## config.mk

```make
export PLATFORM = sky130hd
export DESIGN_NAME = pipeline_stall_controller
export DESIGN_NICKNAME = d
export VERILOG_FILES = /design/src/rtl/pipeline_stall_controller.sv
export SDC_FILE = /design/constraint.sdc
export NUM_CORES = 1
export LEC_CHECK = 0
export ABC_AREA = 1
export CORE_ASPECT_RATIO = 0.6
export CORE_MARGIN = 4
export CORE_UTILIZATION = 45
export DETAILED_ROUTE_END_ITERATION = 7
export DONT_BUFFER_PORTS = 1
export PLACE_DENSITY = 0.68
export SKIP_CTS_REPAIR_TIMING = 1
export SLEW_MARGIN = 10
export SYNTH_ARGS = -nofsm -noshare
export SYNTH_HDL_FRONTEND = slang
export SYNTH_SLANG_ARGS = --single-unit
```

## constraint.sdc

```tcl
create_clock -name clk -period 1.05 [get_ports clk]
set_input_delay 0.105 -clock clk [delete_from_list [all_inputs] [get_ports clk]]
set_output_delay 0.105 -clock clk [all_outputs]
set_load 0.005 [all_outputs]
```

## src/rtl/pipeline_stall_controller.sv

```systemverilog
// rtl/pipeline_stall_controller.sv - load-use/branch/memory-wait stall sequencer for the 5-stage pipeline
// Optional stall statistics counter: define STALL_STATS_EN.
module pipeline_stall_controller #(
  parameter int REG_ADDR_W = 5,
  parameter int MAX_WAIT   = 15
) (
  input  logic                  clk,
  input  logic                  rst,
  input  logic                  idex_mem_read,
  input  logic [REG_ADDR_W-1:0] idex_rt,
  input  logic [REG_ADDR_W-1:0] ifid_rs,
  input  logic [REG_ADDR_W-1:0] ifid_rt,
  input  logic                  branch_taken,
  input  logic                  mem_req,
  input  logic                  mem_ready,
  output logic                  pc_write,
  output logic                  ifid_write,
  output logic                  ifid_flush,
  output logic                  idex_write,
  output logic                  idex_bubble,
  output logic                  exmem_write,
  output logic                  memwb_bubble,
  output logic                  mem_timeout,
  output logic [31:0]           stall_cycles
);

  typedef enum logic [1:0] {RUN, MEM_WAIT, ERROR} state_t;

  localparam logic [7:0] MAX_WAIT_C = 8'(MAX_WAIT);

  state_t     state;
  logic [7:0] wait_cnt;
  logic       load_use;
  logic       freeze;

  assign load_use = idex_mem_read && (idex_rt != '0) &&
                    ((idex_rt == ifid_rs) || (idex_rt == ifid_rt));

  // A wait that completes this cycle lets the pipeline advance with normal RUN decisions.
  assign freeze = (state == ERROR) ||
                  ((state == MEM_WAIT) && !mem_ready) ||
                  ((state == RUN) && mem_req && !mem_ready);

  always_ff @(posedge clk) begin
    if (rst) begin
      state       <= RUN;
      wait_cnt    <= 8'd0;
      mem_timeout <= 1'b0;
    end else begin
      case (state)
        RUN: begin
          if (mem_req && !mem_ready) begin
            state    <= MEM_WAIT;
            wait_cnt <= 8'd1;
          end
        end
        MEM_WAIT: begin
          if (mem_ready) begin
            state    <= RUN;
            wait_cnt <= 8'd0;
          end else begin
            wait_cnt <= wait_cnt + 8'd1;
            if (wait_cnt == MAX_WAIT_C) begin
              state       <= ERROR;
              mem_timeout <= 1'b1;
            end
          end
        end
        default: begin
          state       <= ERROR;
          mem_timeout <= 1'b1;
        end
      endcase
    end
  end

  always_comb begin
    pc_write     = 1'b1;
    ifid_write   = 1'b1;
    ifid_flush   = 1'b0;
    idex_write   = 1'b1;
    idex_bubble  = 1'b0;
    exmem_write  = 1'b1;
    memwb_bubble = 1'b0;
    if (rst) begin
      pc_write     = 1'b0;
      ifid_write   = 1'b0;
      ifid_flush   = 1'b1;
      idex_bubble  = 1'b1;
      memwb_bubble = 1'b1;
    end else if (freeze) begin
      // Frozen registers hold; only MEM/WB gets a bubble so the stuck access never writes back twice.
      pc_write     = 1'b0;
      ifid_write   = 1'b0;
      idex_write   = 1'b0;
      exmem_write  = 1'b0;
      memwb_bubble = 1'b1;
    end else if (load_use) begin
      pc_write    = 1'b0;
      ifid_write  = 1'b0;
      idex_bubble = 1'b1;
    end else if (branch_taken) begin
      ifid_flush = 1'b1;
    end
  end

`ifdef STALL_STATS_EN
  logic [31:0] stall_cnt;

  always_ff @(posedge clk) begin
    if (rst) begin
      stall_cnt <= 32'd0;
    end else if (!pc_write && (stall_cnt != 32'hFFFF_FFFF)) begin
      stall_cnt <= stall_cnt + 32'd1;
    end
  end

  assign stall_cycles = stall_cnt;
`else
  assign stall_cycles = 32'd0;
`endif

endmodule

```

# After elaboration in Yosys (flattened, before gate mapping)
# Cells that the tools add are included.
dict set report op_classes {
  n_addsub 1
  n_eq_ne 9
  mux 24
  bitwise 1
  reduce_logical 16
}
# op n
set op_table {}
lappend op_table {{two-way mux 1 bit} 16}
lappend op_table {{two-way mux 8 bit} 2}
lappend op_table {{case mux 8 bit (2 select lines)} 1}
lappend op_table {{== test 5 bit} 2}
lappend op_table {{adder 8 x 1 -> 8 bit, second input constant} 1}
lappend op_table {{== test 8 x 4 -> 1 bit, second input constant} 1}
lappend op_table {{logical AND 1 bit} 6}
lappend op_table {{two-way mux 2 bit} 3}
lappend op_table {{nonzero test 5 bit} 1}
lappend op_table {{inequality test 2 x 1 -> 1 bit, second input constant} 2}
lappend op_table {{case mux 2 bit (2 select lines)} 1}
lappend op_table {{AND reduction 2 bit} 2}
lappend op_table {{logical OR 1 bit} 3}
lappend op_table {{inequality test 3 x 2 -> 1 bit, second input constant} 1}
lappend op_table {{AND reduction 3 bit} 1}
lappend op_table {{== test 2 x 1 -> 1 bit, second input constant} 1}
lappend op_table {{== test 2 bit, second input constant} 1}
lappend op_table {{logical NOT 2 bit} 1}
lappend op_table {{inequality test 2 bit, second input constant} 1}
lappend op_table {{case mux 1 bit (2 select lines)} 1}
lappend op_table {{nonzero test 2 bit} 1}
lappend op_table {{logical NOT 1 bit} 1}
lappend op_table {{inverter 1 bit} 1}
dict set report word_totals {
  reg_bits 11
  inputBits 21
  output_inout_bits 40
}

# Longest topological paths before layout
dict set report logic_depth {
  depth_word 6
  depth_mapped 9
}

# Least setup slack after synthesis
# No wires, ideal clock.
dict set report synth_timing {
  kind {register -> output}
  from {reg state[1]}
  to {out pc_write}
  arrival_ns 1.043
  required_time_ns 0.945
  path_slack_ns -0.098
  stages_incl_launch_ff 7
  path_buffers 1
  cell_sequence {dfxtp_1 -> nor2_2 -> nand2_2 -> nand2_1 -> nand2_1 -> a21oi_1 -> buf_4}
}
dict set report synth_between {
  elab_chain_len 6
  elab_cells_between_ends 10
  cone_classes {eq/ne (2); mux (2); reduce/logical (6)}
}
# element line
set synth_rtl {}
lappend synth_rtl {{start: declaration} 31} ;# state_t state;
lappend synth_rtl {{start signal: assignment} 46} ;# state <= RUN;
lappend synth_rtl {{start signal: assignment} 53} ;# state <= MEM_WAIT;
lappend synth_rtl {{start signal: assignment} 59} ;# state <= RUN;
lappend synth_rtl {{== test 2 x 1 -> 1 bit / logical NOT 2 bit (equally long branches)} {41, 42}}
lappend synth_rtl {{logical AND 1 bit (on tied branches)} {41, 42}}
lappend synth_rtl {{logical OR 1 bit / logical AND 1 bit (equally long branches)} {40, 42}}
lappend synth_rtl {{logical OR 1 bit (*)} 41} ;# ((state == MEM_WAIT) && !mem_ready) ||
lappend synth_rtl {{two-way mux 1 bit (*) (2 in a row)} --}
lappend synth_rtl {{end: declaration} 16} ;# output logic pc_write,
# Mark *: on every way between the ends. The rest lies on a longest branch, timed or not.

# Worst setup path after layout
dict set report layout_timing {
  from {reg state[1]}
  to {reg wait_cnt[2]}
}
dict set report layout_between {
  elab_chain_len 3
  elab_cells_between_ends 6
  cone_classes {eq/ne (2); mux (1); reduce/logical (3)}
}
# element line
set layout_rtl {}
lappend layout_rtl {{== test 2 x 1 -> 1 bit / logical NOT 2 bit (equally long branches)} 50} ;# case (state)
lappend layout_rtl {{nonzero test 2 bit (no source line) / inequality test 2 x 1 -> 1 bit (equally long branches)} --}
lappend layout_rtl {{AND reduction 2 bit (no source line)} --}
lappend layout_rtl {{end signal: assignment} 62} ;# wait_cnt <= wait_cnt + 8'd1;
lappend layout_rtl {{end: declaration} 32} ;# logic [7:0] wait_cnt;
# Several ways; a longest one is shown, not always the timed one.
# A chain may end at the register's enable or synchronous reset.

==> results.tsv <==
stage	metric	value	unit
clock_network	cts_max_path_buffers	2	
timing	setup_viol	18	
setup_path	r2r_end	wait_cnt[2]	
detailed_routing	vias	965	
cells_and_area	syn_to_final_growth	16.4	%
timing	max_clock_freq	805	MHz
setup_path	cp_top_family	flip-flops	
placement	port_buffers	0	
grt	grt_max_degree	7	
setup_path	worstPathMaxFanout	6	
timing	min_period_over_period	118	%
synth	synth_top_family_by_area	buffers and inverters	
floorplanning	dieArea	0.00322	mm2
detailed_routing	wl_met3	270	um
setup_path	r2r-start	state[1]	
timing	setup_ws	-0.193	ns
grt	grt_overflow	0	
detailed_routing	met1_length	1000	um
synth	ys_warn_count	0	
clock_network	cts-buffers-inserted	3	
timing	grt_setup_unrepaired	true	
hold_path	hp-class	in2reg	
power	switching_power	0.000324	W
timing	tns	-2.46	ns
grt	grt.total_usage	13.0	%
detailed_routing	routed_wl	2260	um
clock_network	insertion_delay	0.23	ns
setup_path	cp-start-kind	flop	
timing	fin_crit	1.24	ns
cells_and_area	finalNonFillerCells	216	
power	combinationalPowerShare	23.8	%
placement	dp_slack	-0.128	ns
floorplanning	die_width	70.7	um
detailed_routing	drcViolationCount	0	
detailed_routing	highest_layer	met4	
cells_and_area	layout-drive-gt1-share	24.7	%
timing	finClkSkew	0.00275	ns
synth	synth_xor_area_share	2.48	%
cells_and_area	fillers	187	
hold_path	min_from	mem_req	
detailed_routing	wl_met2	974	um
cells_and_area	mostFrequentLayoutCells	nand2_1, conb_1, inv_1, nor2_1, buf_4	
grt	grt_antenna_before_repair	0	
power	power.share.sequential	39.3	%
detailed_routing	dr.first_iter.drc_count	21	
timing	finalHoldViolCount	0	
setup_path	path_cells	nor2_4, nand2_2, buf_4, nand2_8, o21ai_4, inv_2, o21ai_0, nor2_1	
clock_network	cts_tree	yes	
synth	synth_fa_ha_area_share	1.18	%
setup_path	end_kind	flop	
cells_and_area	final_nets	209	
synth	synth_top_area_cell	buf_4	
setup_path	worst-r2r-setup-slack	-0.19	ns
synth	ys_ff_latch	11	
grt	grt_pass1_wl	3270	um
floorplanning	die_h	45.6	um
synth	netlist.area_leader.share	24.1	%
power	power.density	904	mW/mm2
hold_path	whs_path_depth	2	
synth	yosysSeqAreaShare	20.8	%
synth	yosys-top-cells-area	buf_4, dfxtp_1, nand2_1, inv_1, nor2_1	
power	swShare	29.0	%
timing	slew_viol_final	0	
synth	yosys.area_share.simple	34.1	%
power	peakVddDrop	757	uV
synth	syn-cell-area	0.00106	mm2
clock_network	numClockSinks	11	
synth	synthCells	173	
cells_and_area	n_antenna_cell	0	
floorplanning	start_util	48.3	%
grt	grt_pass1_vias	737	
setup_path	cp_slowest_cell	dfxtp_4	
power	clkPwrFrac	36.9	%
synth	synth_compound_area_share	6.49	%
setup_path	required	1.18	ns
clock_network	htreeDepth	1	
placement	place_hpwl	1830	um
flow_run	maxCapViolCount	0	
setup_path	reg2reg_depth	8	
placement	placed_cells	209	
run_status	violations	negative setup slack	
setup_path	cpPeakStageDelay	0.38	ns
floorplanning	row_count	13	
synth	syn_avg_cell_area	6.13	um2
hold_path	worstHoldEndpoint	state[0]	
detailed_routing	viasPerCell	4.47	
power	intPower	0.000793	W
run_status	outcome	complete, but fails checks	
detailed_routing	firstDrtPassIters	4	
setup_path	worstSetupPathType	reg2reg	
synth	synthMuxAreaShare	0	%
synth	synthDistinctLibCells	24	
cells_and_area	final_common_cell	nand2_1	
cells_and_area	final_util	56.2	%
clock_network	cts-root-buf	clkbuf_8	
detailed_routing	wl_per_cell	10.5	um
floorplanning	core-area	0.00220	mm2
floorplanning	ioPinCount	61	
power	leakagePower	0.629	nW
detailed_routing	ant_nets	0	
setup_path	cp_num_buf_inv	2	
clock_network	path_clk_slew	0.05	ns
setup_path	worst_ep_arrival_time	1.37	ns
placement	gp_congestion	0.877	
## stage by stage
| stage | instance area [um2] | hold WS [ns] | total power, W |
|---|---|---|---|
| 2_1_floorplan | 1210 | 0.174 | 0.000702 |
| 3_3_place_gp | 1060 | 0.180 | 0.000654 |
| 3_5_place_dp | 1060 | 0.182 | 0.000658 |
| 4_1_cts | 1100 | -0.0702 | 0.00108 |
| 5_1_grt | 1230 | 0.0438 | 0.00119 |
| 6_report | 1230 | 0.0518 | 0.00112 |
## flip-flops by register name (all words and copies together), names as in the netlist
register     flops
mem_timeout      1
wait_cnt         8
state            2
## power groups by stage
stage	sequential (W)	combinational, W	clock [W]
after detailed placement	0.000449	0.000210	0
after global placement	0.000448	0.000206	0
after floorplan	0.000446	0.000256	0
after CTS	0.000441	0.000210	0.000427
after global routing	0.000439	0.000297	0.000452
final	0.000439	0.000266	0.000412
## worst max path at each step
stage,from,endpoint,slack (ns),cells past startpoint
after floorplan,state[1],pc_write,-0.01,6
after global placement,wait_cnt[1],mem_timeout,-0.09,7
after detailed placement,state[1],wait_cnt[2],-0.13,7
after CTS,state[1],ifid_flush,-0.27,7
after global routing,state[1],ifid_flush,-0.28,7
final,state[1],wait_cnt[2],-0.19,8
## area by class of cell
type | count | area [um2] | share of cell area [%]
Timing Repair Buffer | 12 | 96.3 | 7.80
Multi-Input combinational cell | 129 | 711 | 57.5
Inverter | 30 | 113 | 9.12
Tap cell | 30 | 37.5 | 3.04
Clock buffer | 4 | 45.0 | 3.65
Sequential cell | 11 | 233 | 18.8
## cell usage after synthesis (all sizes together)
library cell,number
nand2,45
buf,34
inv,29
nor2,22
dfxtp,11
nand3,9
a21oi,5
o21ai,5
nor3,4
a211oi,2
xnor2,2
clkinv,1
conb,1
ha,1
nand4,1
xor2,1
## cells by family after synthesis
family                     Yosys count
buffers and inverters               64
adders and majority gates            1
and+or+nand+nor                     81
AOI/OAI and AO/OA                   12
xor gates and xnor gates             3
DFF                                 11
other                                1
## per-layer routing
| layer | GRT usage [%] | vias to the layer above |
|---|---|---|
| met2 | 21.5 | 50 |
| met4 | 2.25 | 0 |
| met5 | 0 | - |
| met3 | 5.73 | 2 |
| met1 | 16.0 | 432 |
| li1 | - | 481 |
Note: power is estimated with default switching activity, not from simulation.
